**config.mk**
```make
export PLATFORM = sky130hd
export DESIGN_NAME = xgmii_frame_gen
export DESIGN_NICKNAME = d
export VERILOG_FILES = /design/src/rtl/xgmii_pkg.sv /design/src/rtl/xgmii_frame_gen_crc32_lanes.sv /design/src/rtl/xgmii_frame_gen.sv
export SDC_FILE = /design/constraint.sdc
export NUM_CORES = 1
export LEC_CHECK = 0
export BUFFER_PORTS_ARGS = -buffer_cell sky130_fd_sc_hd__buf_4
export CAP_MARGIN = 5
export CORE_UTILIZATION = 48
export CTS_CLUSTER_SIZE = 20
export DETAILED_ROUTE_END_ITERATION = 8
export PLACE_DENSITY = 0.66
export SYNTH_ARGS = -nofsm -noshare
export SYNTH_HDL_FRONTEND = slang
export SYNTH_SLANG_ARGS = --single-unit
```
**constraint.sdc**
```tcl
create_clock -name clk_i -period 15 [get_ports clk_i]
set_input_delay 0.75 -clock clk_i [delete_from_list [all_inputs] [get_ports clk_i]]
set_output_delay 0.75 -clock clk_i [all_outputs]
set_load 0.005 [all_outputs]
```
**src/rtl/xgmii_pkg.sv**
```systemverilog
// xgmii_pkg: shared constants, state encoding and the byte-wise CRC-32 step for
// the XGMII frame generator.
//   - XGMII control characters (idle, start, terminate, error) and preamble/SFD bytes
//   - Ethernet CRC-32 polynomial (normal and reflected form) and good-frame residue
//   - frame generator state enum
package xgmii_pkg;

   localparam logic [7:0] XG_IDLE  = 8'h07;
   localparam logic [7:0] XG_START = 8'hFB;
   localparam logic [7:0] XG_TERM  = 8'hFD;
   localparam logic [7:0] XG_ERROR = 8'hFE;
   localparam logic [7:0] XG_PRE   = 8'h55;
   localparam logic [7:0] XG_SFD   = 8'hD5;

   localparam int MIN_LEN = 18;

   function automatic logic [31:0] bitrev32(input logic [31:0] x);
      logic [31:0] r;
      for (int k = 0; k < 32; k++) r[k] = x[31-k];
      return r;
   endfunction

   localparam logic [31:0] CRC_POLY      = 32'h04C11DB7;
   // Ethernet sends bytes LSB first, so the register runs in reflected form.
   localparam logic [31:0] CRC_POLY_REFL = bitrev32(CRC_POLY);
   localparam logic [31:0] CRC_RESIDUE   = 32'hC704DD7B;

   typedef enum logic [2:0] {S_IDLE, S_PRE, S_DATA, S_TERM, S_IFG} state_e;

   // One byte through the reflected CRC-32 register.
   function automatic logic [31:0] crc32_byte(input logic [31:0] crc, input logic [7:0] b);
      logic [31:0] c;
      c = crc ^ {24'h0, b};
      for (int k = 0; k < 8; k++) c = c[0] ? ((c >> 1) ^ CRC_POLY_REFL) : (c >> 1);
      return c;
   endfunction

endpackage

```
**src/rtl/xgmii_frame_gen_crc32_lanes.sv**
```systemverilog
// crc32_lanes: combinational next-CRC over one bus word.
//   crc_i  running reflected CRC register
//   data_i LANES bytes, lane 0 = [7:0], processed lane 0 first
//   vld_i  per-lane valid mask; invalid lanes leave the CRC untouched
//   crc_o  CRC after all valid lanes
module crc32_lanes
   import xgmii_pkg::*;
#(
   parameter int LANES = 8
) (
   input  logic [31:0]        crc_i,
   input  logic [LANES*8-1:0] data_i,
   input  logic [LANES-1:0]   vld_i,
   output logic [31:0]        crc_o
);

   always_comb begin
      crc_o = crc_i;
      for (int l = 0; l < LANES; l++)
         if (vld_i[l]) crc_o = crc32_byte(crc_o, data_i[l*8 +: 8]);
   end

endmodule

```
**src/rtl/xgmii_frame_gen.sv**
```systemverilog
// xgmii_frame_gen: emits one complete Ethernet frame per accepted start request on
// an XGMII bus: start/preamble/SFD, DA, SA, length/type, incrementing payload,
// CRC-32 FCS, terminate, then IFG_WORDS idle words. Error injection can invert the
// FCS or put /E/ in lane 0 of the third data word.
//   clk_i, rst_i        clock, synchronous active-high reset
//   start_i             frame request, honoured only while idle
//   frame_len_i         bytes DA..FCS inclusive, legal range MIN_LEN..MAX_LEN
//   da_i, sa_i          addresses, MSB byte first on the wire
//   len_type_i          length/type, MSB byte first
//   err_mode_i          bit0 invert FCS, bit1 /E/ in third data word
//   txd_o, txc_o        XGMII data / control, lane 0 = [7:0]
//   busy_o              frame or gap in progress
//   done_o              pulse with the word carrying the terminate
//   reject_o            pulse after a start with an illegal length
//   frames_sent_o       wrapping count of completed frames
module xgmii_frame_gen
   import xgmii_pkg::*;
#(
   parameter int DATA_W    = 64,
   parameter int MAX_LEN   = 1518,
   parameter int IFG_WORDS = 1
) (
   input  logic                clk_i,
   input  logic                rst_i,
   input  logic                start_i,
   input  logic [13:0]         frame_len_i,
   input  logic [47:0]         da_i,
   input  logic [47:0]         sa_i,
   input  logic [15:0]         len_type_i,
   input  logic [1:0]          err_mode_i,
   output logic [DATA_W-1:0]   txd_o,
   output logic [DATA_W/8-1:0] txc_o,
   output logic                busy_o,
   output logic                done_o,
   output logic                reject_o,
   output logic [31:0]         frames_sent_o
);

   localparam int LANES = DATA_W / 8;
   localparam int IFG_W = (IFG_WORDS > 2) ? $clog2(IFG_WORDS) : 1;
   localparam logic [15:0] LANES16 = 16'(LANES);

   state_e            state_q, state_d;
   logic [15:0]       idx_q, idx_d;          // byte index of lane 0 (preamble or frame)
   logic [IFG_W-1:0]  ifg_q, ifg_d;
   logic [31:0]       crc_q, crc_d, crc_nxt, fcs;
   logic [31:0]       cnt_q, cnt_d;
   logic [DATA_W-1:0] txd_q, txd_d;
   logic [LANES-1:0]  txc_q, txc_d;
   logic              done_q, done_d, rej_q, rej_d, busy_q;

   logic [13:0]       len_q;
   logic [47:0]       da_q, sa_q;
   logic [15:0]       lt_q;
   logic [1:0]        err_q;

   logic [7:0]        hdr [16];
   logic [15:0]       bidx [LANES];
   logic [1:0]        fidx [LANES];
   logic [DATA_W-1:0] lane_dat;
   logic [LANES-1:0]  lane_vld;
   logic [15:0]       len16, dlen16;
   logic              legal, accept;

   assign len16  = {2'b00, len_q};
   assign dlen16 = len16 - 16'd4;          // first FCS byte index
   assign legal  = (frame_len_i >= 14'(MIN_LEN)) && (frame_len_i <= 14'(MAX_LEN));
   assign accept = (state_q == S_IDLE) && start_i && legal;

   always_comb begin
      for (int b = 0; b < 6; b++) begin
         hdr[b]   = da_q[47-8*b -: 8];
         hdr[b+6] = sa_q[47-8*b -: 8];
      end
      hdr[12] = lt_q[15:8];
      hdr[13] = lt_q[7:0];
      hdr[14] = 8'h00;
      hdr[15] = 8'h00;
   end

   // Per-lane frame byte and whether it feeds the CRC (header or payload).
   always_comb begin
      lane_dat = '0;
      lane_vld = '0;
      for (int l = 0; l < LANES; l++) begin
         bidx[l] = idx_q + 16'(l);
         fidx[l] = 2'(bidx[l] - dlen16);
         if (bidx[l] < 16'd14) lane_dat[l*8 +: 8] = hdr[bidx[l][3:0]];
         else                  lane_dat[l*8 +: 8] = 8'(bidx[l] - 16'd14);
         lane_vld[l] = (state_q == S_DATA) && (bidx[l] < dlen16);
      end
   end

   crc32_lanes #(.LANES(LANES)) u_crc (
      .crc_i  (crc_q),
      .data_i (lane_dat),
      .vld_i  (lane_vld),
      .crc_o  (crc_nxt)
   );

   // FCS lanes always read the CRC including this word's data lanes; once the
   // data is exhausted the mask is empty and crc_nxt equals the stored final CRC.
   assign fcs = ~crc_nxt ^ {32{err_q[0]}};

   always_comb begin
      state_d = state_q;
      idx_d   = idx_q;
      ifg_d   = ifg_q;
      crc_d   = crc_q;
      cnt_d   = cnt_q;
      txd_d   = {LANES{XG_IDLE}};
      txc_d   = '1;
      done_d  = 1'b0;
      rej_d   = 1'b0;
      case (state_q)
         S_IDLE: begin
            if (start_i) begin
               if (legal) begin
                  state_d = S_PRE;
                  idx_d   = '0;
                  crc_d   = '1;
               end else begin
                  rej_d = 1'b1;
               end
            end
         end
         S_PRE: begin
            txc_d = '0;
            for (int l = 0; l < LANES; l++) begin
               if (bidx[l] == 16'd0) begin
                  txd_d[l*8 +: 8] = XG_START;
                  txc_d[l]        = 1'b1;
               end else if (bidx[l] == 16'd7) begin
                  txd_d[l*8 +: 8] = XG_SFD;
               end else begin
                  txd_d[l*8 +: 8] = XG_PRE;
               end
            end
            idx_d = idx_q + LANES16;
            if (idx_q + LANES16 == 16'd8) begin
               state_d = S_DATA;
               idx_d   = '0;
            end
         end
         S_DATA: begin
            txc_d = '0;
            for (int l = 0; l < LANES; l++) begin
               if (lane_vld[l]) begin
                  txd_d[l*8 +: 8] = lane_dat[l*8 +: 8];
               end else if (bidx[l] < len16) begin
                  txd_d[l*8 +: 8] = fcs[{fidx[l], 3'b000} +: 8];
               end else if (bidx[l] == len16) begin
                  txd_d[l*8 +: 8] = XG_TERM;
                  txc_d[l]        = 1'b1;
               end else begin
                  txd_d[l*8 +: 8] = XG_IDLE;
                  txc_d[l]        = 1'b1;
               end
            end
            // /E/ replaces the wire byte only; the CRC already consumed the real one.
            if (err_q[1] && (idx_q == 16'(2*LANES))) begin
               txd_d[7:0] = XG_ERROR;
               txc_d[0]   = 1'b1;
            end
            crc_d = crc_nxt;
            idx_d = idx_q + LANES16;
            if (idx_q + LANES16 > len16) begin
               done_d  = 1'b1;
               cnt_d   = cnt_q + 32'd1;
               ifg_d   = '0;
               state_d = (IFG_WORDS > 1) ? S_IFG : S_IDLE;
            end else if (idx_q + LANES16 == len16) begin
               state_d = S_TERM;
            end
         end
         S_TERM: begin
            txd_d[7:0] = XG_TERM;
            done_d     = 1'b1;
            cnt_d      = cnt_q + 32'd1;
            ifg_d      = '0;
            state_d    = (IFG_WORDS > 1) ? S_IFG : S_IDLE;
         end
         S_IFG: begin
            // The IDLE cycle that follows supplies the last gap word, so a start
            // held high lands exactly IFG_WORDS idles after the terminate.
            ifg_d = ifg_q + 1'b1;
            if (ifg_q == IFG_W'(IFG_WORDS - 2)) state_d = S_IDLE;
         end
         default: state_d = S_IDLE;
      endcase
   end

   always_ff @(posedge clk_i) begin
      if (rst_i) begin
         state_q <= S_IDLE;
         idx_q   <= '0;
         ifg_q   <= '0;
         crc_q   <= '1;
         cnt_q   <= '0;
         txd_q   <= {LANES{XG_IDLE}};
         txc_q   <= '1;
         done_q  <= 1'b0;
         rej_q   <= 1'b0;
         busy_q  <= 1'b0;
      end else begin
         state_q <= state_d;
         idx_q   <= idx_d;
         ifg_q   <= ifg_d;
         crc_q   <= crc_d;
         cnt_q   <= cnt_d;
         txd_q   <= txd_d;
         txc_q   <= txc_d;
         done_q  <= done_d;
         rej_q   <= rej_d;
         busy_q  <= (state_d != S_IDLE);
      end
   end

   always_ff @(posedge clk_i) begin
      if (accept) begin
         len_q <= frame_len_i;
         da_q  <= da_i;
         sa_q  <= sa_i;
         lt_q  <= len_type_i;
         err_q <= err_mode_i;
      end
   end

   assign txd_o         = txd_q;
   assign txc_o         = txc_q;
   assign busy_o        = busy_q;
   assign done_o        = done_q;
   assign reject_o      = rej_q;
   assign frames_sent_o = cnt_q;

endmodule
```
==> run summary <==
initial DRC count: 3350
Die ar.: 0.06295 mm2
Post-CTS Resized: 0
Top delay family on crit path: simple AND/OR/NAND/NOR gates
slowest stage cell, crit path: or4_1
Residual DRC: 0
clk slew on worst S/H paths: 0.06 ns
sequential power share: 0.275
Synth cell types: 135
Synth Instances: 3302
final core occ: 0.5622
clock net sink count: 284
syn avg cell area: 9.005 um2
Crit. Startpoint: len_q[4]
type of origin of the critical path: register
warnings from Yosys: 0
setup slack, reg-to-reg: 0.57 ns
predominant post-synthesis flop cell: dfxtp_1
Pre-antenna DRT Iters: 8
layout cells sized above 1: 0.1901
most frequent CP cell: xnor3_1
RR Startpoint: len_q[4]
vias in the first global route: 27010
CTS tree: built
worst-margin pin slew: 1.216 ns
routed vias/inst: 6.496
CTS Buffer Depth: 3
Hold Slack: 0.3279 ns
area leader, netlist: edfxtp_1
area grow syn2layout: 14.98%
num ports: 238
Period minus WS final: 14.43 ns
signal arrival time at the worst endpoint: 14.97 ns
flops & latches, synth: 284
fin crit share: 0.9622
Final Max Slew Viols: 0
Hold Crit Class: in -> reg
Synth top area share: 0.1293
Max VDD drop: 0.08170 mV
GRT met2 Usage: 0.6037
critical path class: reg -> reg
RSZ-0062 raised after global routing: false
PD cells: 87.81 mW/mm2
clock share of power: 0.337
CTS Root Cell: clkbuf_16
Worst Path Required: 15.53 ns
input/output buffers: 237
switching power: 1.021 mW
relative slew slack: 0.1896
setup TNS: 0 ns
Synth area leaders: edfxtp_1, dfxtp_1, xnor2_1
total track usage: 0.3929
DR vias: 28236
ANT nets after route: 0
Reg2Reg Depth: 41
Max Cap Viol: 0
Crit path depth: 41
first-pass GRT wire length: 182.2 mm
Net Sw Frac: 0.3402
initial antenna violation count: 6
post-synthesis sequential area ratio: 0.2343
row cnt: 90
Int Pwr: 1.981 mW
Hold-fix buffers, CTS: 0
R2R Path End: txd_o[41]
Final #Nets: 3757
non-filler cells, final: 4347
P_leak: 14.24 nW
f_max: 69.29 MHz
Placed Cells: 4276
largest net degree at the start of global routing: 68
total CTS buffers: 37
routing usage on met1: 0.5330
busiest grt layer: met2
Die X: 250.9 um
# H-tree levels: 2
post-CTS setup buffers: 0
WL/cell: 29.13 um
final hold vios: 0
Design Power: 3.002 mW
worst skew pair latency: 0.60 ns
ys async rst share: 0
core area: 0.06081 mm2
met3 usage: 0.07621
Crit path largest cell delay: 0.74 ns
routability cong.: 1.021
DP HPWL: 100.2 mm
clk_skew: 0.03427 ns
status: complete, no violations
Post-Route WL: 126.6 mm
CP bufs+invs: 1
GRT Residual Overflow: 0
chip height: 250.9 um
final setup fails: 0
number of flops mapped to enable cells by yosys: 128
endpoint type of the worst setup path: register
Critical Path End: txd_o[41]
syn_nets: 3526
Initial Utilization: 0.4890
Critical Path Fanout Max: 9
Cell Area, Synth: 0.02974 mm2
Comb pwr share: 0.388
-- power by group through the flow --
stage / clock [mW] / sequential [mW] / combinational, mW
floorplan: 0 / 0.839 / 0.798
global placement: 0 / 0.841 / 1.13
detailed placement: 0 / 0.841 / 1.13
CTS: 1.02 / 0.825 / 1.14
global route: 1.05 / 0.825 / 1.22
finish: 1.01 / 0.825 / 1.17
-- state kept, by name, indices dropped and copies added (netlist names), 8 cells and up --
name           count
crc_q             32
da_q              48
frames_sent_o     32
idx_q             13
len_q             14
lt_q              16
sa_q              48
txc_o              8
txd_o             64
-- per-layer routing --
layer	vias up	wire, um
met3	305	12340
li1	12592	-
met4	4	6430
met5	-	27
met1	13763	53040
met2	1572	54800
-- logic make-up (layout without fill, tap and decap cells) --
family                   after synthesis  after routing  synth area share
multiplexers                         204            204           0.07763
AO/OA/AOI/OAI                        801            801            0.1821
XOR/XNOR                             602            602            0.2395
buffers and inverters                283            543           0.04494
other                                  0              3                 0
AND/OR/NAND/NOR                     1031           1031            0.1806
adder cells (fa/ha/maj)               97             97           0.04098
flip-flops                           284            284            0.2343
-- worst min path at each step --
| stage | startpoint | end | cells after the start |
|---|---|---|---|
| final | len_type_i[14] | lt_q[14] | 1 |
| after global routing | len_type_i[14] | lt_q[14] | 1 |
| after CTS | len_type_i[6] | lt_q[6] | 1 |
| after global placement | frames_sent_o[26] | frames_sent_o[26] | 2 |
| after detailed placement | frames_sent_o[14] | frames_sent_o[14] | 2 |
| after floorplan | frames_sent_o[14] | frames_sent_o[14] | 2 |
-- Yosys cell counts, types with 17 or more instances --
cell       count
o211ai_1      48
or3_1         42
a31oi_1       36
mux2i_1      151
and2_1        31
mux2_2        32
o21ai_0      147
nor3_1        71
o21ai_1       24
xnor2_1      332
a21oi_1      186
clkbuf_1     130
nand2b_1      18
o2111ai_1     18
o211a_1       20
buf_1         28
nand2_1      254
edfxtp_1     128
a211o_1       18
nor4_1        24
ha_1          91
buf_6         25
a21o_1        47
nand3_1      109
and3_1        30
inv_1         62
dfxtp_1      156
mux4_2        17
a211oi_1      49
o22ai_1       35
a22oi_1       17
buf_2         20
xnor3_1       90
nand4_1       29
xor2_1       130
nor2b_1       21
or2_2         21
nor2_1       263
-- per-stage QoR --
step	setup WS, ns	cell area [um2]
floorplan	2.667	29740
global placement	0.9680	32790
detailed placement	0.8998	32790
CTS	0.8011	34150
global route	0.1230	34180
finish	0.5669	34190
-- final cells by class --
type / count / area (um2)
antenna: 3 / 7.507
clock buffer: 47 / 1046
clock inverter: 21 / 321.6
fill: 5529 / 26620
inverter: 63 / 236.5
multi-input combinational: 2735 / 21540
sequential: 284 / 6970
tap: 782 / 978.4
timing repair buffer: 412 / 3093
-- placed cells by master, fill, tap and decap left out, types with 32 or more instances in the layout --
cell type,n
a211oi_1,48
a21o_1,46
a21oi_1,183
a31oi_1,36
buf_4,412
clkbuf_16,39
dfxtp_1,155
edfxtp_1,128
ha_1,91
inv_1,62
mux2_2,32
mux2i_1,151
nand2_1,253
nand3_1,109
nor2_1,259
nor3_1,70
o211ai_1,48
o21ai_0,147
o22ai_1,35
or3_1,42
xnor2_1,330
xnor3_1,90
xor2_1,130
(Power assumes the default switching activity.)
